==> src/rtl/fifo_arb_pkg.sv <==
// Shared types and default sizing for the round-robin FIFO write arbiter.
package fifo_arb_pkg;

  typedef enum logic {
    ARB_IDLE  = 1'b0,
    ARB_BURST = 1'b1
  } arb_state_t;

  localparam int ARB_N_REQ     = 4;
  localparam int ARB_DATA_W    = 8;
  localparam int ARB_MAX_BURST = 16;
  localparam int ARB_STAT_W    = 16;

endpackage

==> src/rtl/fifo_wr_arbiter_rr_picker.sv <==
// Combinational round-robin picker: first requester after last_owner, wrapping.
module rr_picker
  import fifo_arb_pkg::*;
#(
  parameter int N_REQ = ARB_N_REQ
) (
  input  logic [N_REQ-1:0]         req,
  input  logic [$clog2(N_REQ)-1:0] last_owner,
  output logic [$clog2(N_REQ)-1:0] pick,
  output logic                     any_req
);

  localparam int ID_W = $clog2(N_REQ);

  // w_cand[k] is the index checked at priority k (0 = highest).
  logic [ID_W-1:0] w_cand [N_REQ];

  generate
    for (genvar gi = 0; gi < N_REQ; gi++) begin : g_cand
      assign w_cand[gi] = ID_W'((int'(last_owner) + gi + 1) % N_REQ);
    end
  endgenerate

  always_comb begin
    pick = '0;
    for (int k = N_REQ - 1; k >= 0; k--) begin
      if (req[w_cand[k]]) pick = w_cand[k];
    end
  end

  assign any_req = |req;

endmodule

==> src/rtl/fifo_wr_arbiter.sv <==
// Round-robin arbiter driving one FIFO write port from N_REQ packet producers.
// Optional per-producer beat counters are enabled by defining FIFO_ARB_STATS_EN.
module fifo_wr_arbiter
  import fifo_arb_pkg::*;
#(
  parameter int N_REQ     = ARB_N_REQ,
  parameter int DATA_W    = ARB_DATA_W,
  parameter int MAX_BURST = ARB_MAX_BURST
) (
  input  logic                      clk,
  input  logic                      reset,
  input  logic [N_REQ-1:0]          req_valid,
  input  logic [N_REQ*DATA_W-1:0]   req_data,
  input  logic [N_REQ-1:0]          req_last,
  output logic [N_REQ-1:0]          req_ready,
  input  logic                      fifo_full,
  output logic                      fifo_wr_en,
  output logic [DATA_W-1:0]         fifo_din,
  output logic [$clog2(N_REQ)-1:0]  grant_id,
  output logic                      busy
`ifdef FIFO_ARB_STATS_EN
  ,
  input  logic [$clog2(N_REQ)-1:0]  stat_sel,
  output logic [ARB_STAT_W-1:0]     stat_beats
`endif
);

  localparam int ID_W  = $clog2(N_REQ);
  localparam int CNT_W = $clog2(MAX_BURST + 1);
  localparam logic [CNT_W-1:0] LAST_CNT = CNT_W'(MAX_BURST - 1);

  arb_state_t       r_state, w_state_next;
  logic [ID_W-1:0]  r_owner, w_owner_next;
  logic [ID_W-1:0]  r_last_owner, w_last_owner_next;
  logic [CNT_W-1:0] r_beat_cnt, w_beat_cnt_next;
  logic [ID_W-1:0]  w_pick;
  logic             w_any_req, w_busy, w_accept, w_burst_end;

  rr_picker #(.N_REQ(N_REQ)) u_picker (
    .req        (req_valid),
    .last_owner (r_last_owner),
    .pick       (w_pick),
    .any_req    (w_any_req)
  );

  assign w_busy = (r_state == ARB_BURST);

  generate
    for (genvar gi = 0; gi < N_REQ; gi++) begin : g_ready
      assign req_ready[gi] = w_busy && (r_owner == ID_W'(gi)) && !fifo_full;
    end
  endgenerate

  assign w_accept    = w_busy && req_valid[r_owner] && !fifo_full;
  // Either the packet ends or this beat would be the MAX_BURST-th of the grant.
  assign w_burst_end = w_accept && (req_last[r_owner] || (r_beat_cnt == LAST_CNT));
  assign fifo_wr_en  = w_accept;
  assign fifo_din    = w_busy ? req_data[int'(r_owner)*DATA_W +: DATA_W] : '0;
  assign grant_id    = r_owner;
  assign busy        = w_busy;

  always_comb begin
    w_state_next      = r_state;
    w_owner_next      = r_owner;
    w_last_owner_next = r_last_owner;
    w_beat_cnt_next   = r_beat_cnt;
    case (r_state)
      ARB_IDLE: begin
        if (w_any_req) begin
          w_state_next    = ARB_BURST;
          w_owner_next    = w_pick;
          w_beat_cnt_next = '0;
        end
      end
      ARB_BURST: begin
        if (w_accept) w_beat_cnt_next = r_beat_cnt + 1'b1;
        if (w_burst_end) begin
          w_state_next      = ARB_IDLE;
          w_last_owner_next = r_owner;
        end
      end
      default: w_state_next = ARB_IDLE;
    endcase
  end

  always_ff @(posedge clk or posedge reset) begin
    if (reset) begin
      r_state      <= ARB_IDLE;
      r_owner      <= '0;
      r_last_owner <= ID_W'(N_REQ - 1);
      r_beat_cnt   <= '0;
    end else begin
      r_state      <= w_state_next;
      r_owner      <= w_owner_next;
      r_last_owner <= w_last_owner_next;
      r_beat_cnt   <= w_beat_cnt_next;
    end
  end

`ifdef FIFO_ARB_STATS_EN
  logic [ARB_STAT_W-1:0] r_stat_cnt [N_REQ];

  generate
    for (genvar gi = 0; gi < N_REQ; gi++) begin : g_stat
      always_ff @(posedge clk or posedge reset) begin
        if (reset) begin
          r_stat_cnt[gi] <= '0;
        end else if (w_accept && (r_owner == ID_W'(gi)) && (r_stat_cnt[gi] != '1)) begin
          r_stat_cnt[gi] <= r_stat_cnt[gi] + 1'b1;
        end
      end
    end
  endgenerate

  assign stat_beats = r_stat_cnt[stat_sel];
`endif

endmodule
==> config.mk <==
export PLATFORM = sky130hd
export DESIGN_NAME = fifo_wr_arbiter
export DESIGN_NICKNAME = d
export VERILOG_FILES = /design/src/rtl/fifo_arb_pkg.sv /design/src/rtl/fifo_wr_arbiter_rr_picker.sv /design/src/rtl/fifo_wr_arbiter.sv
export SDC_FILE = /design/constraint.sdc
export NUM_CORES = 1
export LEC_CHECK = 0
export CELL_PAD_IN_SITES_DETAIL_PLACEMENT = 0
export CELL_PAD_IN_SITES_GLOBAL_PLACEMENT = 1
export CORE_MARGIN = 2
export CORE_UTILIZATION = 25
export DETAILED_ROUTE_END_ITERATION = 6
export MAX_ROUTING_LAYER = met4
export PLACE_DENSITY = 0.82
export REMOVE_ABC_BUFFERS = 1
export SLEW_MARGIN = 10
export SYNTH_ARGS = -nofsm -noshare
export SYNTH_HDL_FRONTEND = slang
export SYNTH_SLANG_ARGS = --single-unit
==> constraint.sdc <==
create_clock -name clk -period 1.9 [get_ports clk]
set_input_delay 0.475 -clock clk [delete_from_list [all_inputs] [get_ports clk]]
set_output_delay 0.475 -clock clk [all_outputs]
set_load 0.01 [all_outputs]
* Word level (Yosys, flattened, before mapping) *
Index checks and enable logic that the tools add are counted.

cells by class
  $add $sub $neg = 7
  magnitude comparators = 5
  equal/unequal tests = 6
  shift-type cells = 1
  mux-type cells = 23
  bitwise logic cells = 1
  reductions and logical operators = 18

operator list
  cell                   number
  $shiftx A32 B6 Y8      1
  $lt A2 B3 Y1 const B   5
  $bmux W1 S2            6
  $logic_and A1 B1 Y1    11
  $add A2 B2 Y2 const B  5
  $mux W5                2
  $pmux W5 S2            1
  $mux W1                8
  $mux W2                4
  $mux W8                1
  $reduce_and A2 Y1      3
  $add A5 B1 Y5 const B  1
  $eq A5 B4 Y1 const B   1
  $eq A2 B2 Y1 const B   2
  $ne A2 B1 Y1 const B   2
  $reduce_or A4 Y1       1
  $add A2 B1 Y2 const B  1
  $eq A2 B1 Y1 const B   1
  $logic_not A2 Y1       1
  $pmux W1 S2            1
  $logic_not A1 Y1       1
  $logic_or A1 B1 Y1     1
  $not A1 Y1             1

word-level totals
  register bits = 10
  bits of input ports = 43

* Longest topological paths before layout *
  word-level depth = 8
  mapped depth = 7

* Modules after synthesis *
From an unflattened synthesis, not the netlist that was laid out.

second synthesis, totals
  cells, all modules = 87
  area total of the unflattened synthesis = 929.6 sq um

modules (own cells, without submodules)
  module           instances  cells an instance  area each (sq um)
  fifo_wr_arbiter  1          73                 845.8
  rr_picker        1          14                 83.8

* Worst setup path after synthesis *
No wires, ideal clock.

  path kind = register to output
  start point = register r_owner[1], in the netlist grant_id[1]
  end point = output fifo_din[2]
  data arrival time = 1.443 ns
  path slack = -0.018 ns
  cell stages (with the launch flop) = 5
  cell sequence = dfrtp_1 -> buf_2 -> buf_1 -> mux4_2 -> and2_1

on the way
  longest elaborated chain between the ends = 2

ends and longest elaborated chain
  what                    RTL line               RTL
  from (decl)             fifo_wr_arbiter.sv:33  logic [ID_W-1:0] r_owner, w_owner_next;
  from (signal assigned)  fifo_wr_arbiter.sv:94  r_owner <= w_owner_next;
  $shiftx A32 B6 Y8       fifo_wr_arbiter.sv:58  assign fifo_din = w_busy ? req_data[int'(r_owner)*DATA_W +: DATA_W] : '0;
  $mux W8                 fifo_wr_arbiter.sv:58
  to (decl)               fifo_wr_arbiter.sv:18  output logic [DATA_W-1:0] fifo_din,

No other way between the ends.

* Final worst setup path *
  start point = register r_owner[0], in the netlist grant_id[0]
  end point = output fifo_din[1]

The elaborated chain is that of the path after synthesis.

==> key figures <==
Hold path
  • Hold_sp: r_beat_cnt[3]$_DFFE_PP0P_
  • Worst min path class: reg -> reg

Placement
  • GPL Wtd Cong: between 0.7 and 0.8
  • Post-DP Area: about 1700 sq um
  • Pre-CTS WS: -607 ps
  • Dpl hpwl: approximately 2300 um
  • # port buffers: 58

Drt
  • DRC viols: 0
  • Drt first-iter violations: 22
  • Via count: between 1000 and 1500
  • DR WL/cell: between 10 and 15 um
  • Iteration count of the initial detailed-routing pass: 4
  • Post-DR vias/cell: between 4 and 5
  • WL final: between 2000 and 3000 um
  • Antenna viol nets, final: 0

Floorplan
  • Die area: about 4200 sq um
  • Chip width: 64.6 um
  • Io pins: 59
  • Die H: 64.6 um
  • Starting Density: 0.254
  • Core region area: approximately 3600 sq um
  • Rows: 22

Synth
  • Post-synth ARST share: 1.00
  • Post-synthesis sequential area ratio: 0.276
  • Post-synth EDFFs: 0
  • Synth area leader: dfrtp_1
  • Post-synthesis register bit count: 10
  • Netlist cell types: 36
  • Ys flop type: dfrtp_1
  • Synth Cell Area: a little over 900 sq um
  • Share of the synthesized area in the top cell type: 0.218
  • Cells taking the most area after synthesis: dfrtp_1 (22%), mux4_2 (20%), mux2i_1 (6.5%)
  • Yosys warnings: 0
  • Gate Count Post-Synth: 90
  • Avg Inst Size Synth: around 10 sq um

Worst setup path
  • Critical Path RT: about 1400 ps
  • Worst Setup SP: grant_id[0]$_DFFE_PP0P_
  • Critical path's top delay family: multiplexers
  • Crit-path cells: clkbuf_16 > mux4_2 > and2_1 > buf_2
  • CP max-delay cell: mux4_2
  • Critical Path AT: 1550 ps
  • Critical Path Max Stage Delay: approximately 470 ps
  • CP max FO: 4
  • Critical Path Source Type: flip-flop
  • Crit path buffers/inverters: 2
  • Crit end category: primary output
  • Crit Path Class: reg -> out
  • Worst r2r src: grant_id[0]$_DFFE_PP0P_

STA
  • Pins Over Slew Limit: 0
  • Slew headroom: 0.737
  • RSZ-0062 raised after global routing: yes
  • Fin worst setup slack: -125 ps
  • Worst slew pin tran: approximately 390 ps
  • Skew final: 0.620 ps
  • Setup-failing EPs final: 11
  • Tcrit/Tclk final: 1.07
  • Hold Violations, Final: 0
  • Peak Freq: 494 MHz
  • Setup TNS: -972 ps
  • Hold slack: a little under 500 ps
  • Period minus WS final: a little over 2000 ps

Cells and area
  • Area grow syn2layout: 86.9%
  • Most common cell after layout, fill and taps aside: dlygate4sd2_1
  • Layout cell share with drive strength beyond 1: 0.381
  • Final net count: 214
  • Cell area after layout: roughly 1700 sq um
  • Final Core Density: 0.475
  • Commonest cells after routing, fill and taps aside: dlygate4sd2_1 (37), buf_4 (17), mux4_2 (8), clkdlybuf4s50_1 (8)
  • Ant diodes: 0
  • Fillers: 362
  • Multi-input gate area: 634 sq um
  • Register area: between 200 and 300 sq um

Global routing
  • Vias in the first global route: around 1100
  • First-pass GRT wire length: 4920 um
  • Antenna violations before repair: 0
  • GRT Total Usage: 0.153
  • Pin count of the biggest net entering global routing: 15
  • Grt ovf: 0

Clocking
  • Clk slew on worst S/H paths: around 50 ps
  • Clk root buf: clkbuf_8
  • Longest Clk Path Bufs: 2
  • Hold buffer count at CTS: 0
  • TritonCTS clock tree: yes
  • Cts bufs inserted: 3
  • Clock tree sinks: 10
  • CTS H-tree lvls: 1
  • Clock latency at the later pin of the worst-skew pair: about 240 ps

Pwr
  • P_leak: 0.000840 uW
  • Worst VDD drop: between 0.0003 and 0.0004 V
  • Cell Pwr Density: around 1300 nW/um^2

Status
  • Status: finished with violations
  • Failing checks: negative setup slack

Job
  • Maxcap violations: 0
==> path summary, 6_finish.rpt <==
path | endpoint | slack, ps | cells after the start
max reg2reg | r_last_owner[0]$_DFFE_PP1P_ | 150 | 6
min reg2reg | r_beat_cnt[3]$_DFFE_PP0P_ | 490 | 1
min in group asynchronous | r_beat_cnt[1]$_DFFE_PP0P_ | 520 | 2
min | r_beat_cnt[3]$_DFFE_PP0P_ | 490 | 1
max | fifo_din[1] | -120 | 4
max in group asynchronous | r_last_owner[1]$_DFFE_PP1P_ | 1070 | 2
==> Yosys cell counts (all sizes together), types with 3 or more instances <==
| cell type | instances |
|---|---|
| mux2i | 6 |
| nand2 | 6 |
| o21ai | 4 |
| and2 | 8 |
| nor2 | 9 |
| buf | 3 |
| nand2b | 4 |
| dfrtp | 8 |
| inv | 5 |
| a21oi | 5 |
| mux4 | 8 |
| o22ai | 3 |
==> power breakdown <==
| part | leakage [uW] | switching (uW) | internal, uW |
|---|---|---|---|
| Sequential | 0.000119 | 88.6 | 324 |
| Clock | 0.0000288 | 88.1 | 183 |
| Combinational | 0.000693 | 584 | 900 |
==> worst reg2reg max path, delay by kind of cell (launching register included) <==
kind            cells  cell delay, ps
flops               1             440
compound gates      1             130
buf+inv             2             350
mux                 1             300
simple gates        2             460
==> cells by family (layout without fill, tap and decap cells) <==
family,count (synthesis),count (layout),share of synthesized area
buffers and inverters,9,87,0.0518
AND/OR/NAND/NOR,36,36,0.222
flip-flops,10,10,0.276
adder cells (fa/ha/maj),2,2,0.0273
multiplexers,16,16,0.295
AO/OA/AOI/OAI,17,17,0.128
==> sequential cells by signal (all words and copies together), names as in the netlist <==
register      cells
grant_id          2
r_last_owner      2
r_beat_cnt        5
busy              1
==> layout make-up <==
cell class,instances,area share
sequential,10,0.149
multi-input combinational,71,0.370
clock buffer,4,0.0321
inverter,5,0.0109
timing repair buffer,78,0.403
tap,48,0.0350
==> timing repair <==
item,4_1_cts,5_1_grt
gates cloned,0,1
endpoints found under the setup margin,14,13
resized for setup,86,17
pin swaps,10,2
buffers inserted,3,0
==> routing by layer <==
layer | up-vias | share of wire | global-route usage
met5 | - | 0 | -
met3 | 5 | 0.11 | 0.0434
met4 | 0 | 0.012 | 0.0505
li1 | 487 | - | -
met1 | 487 | 0.38 | 0.156
met2 | 55 | 0.50 | 0.283
==> metrics by stage <==
stage               cells  total power [uW]
floorplan              86              1140
global placement      208              1800
detailed placement    208              1820
CTS                   215              2000
global route          216              2340
finish                216              2170
Note: power is estimated with default switching activity, not from simulation.
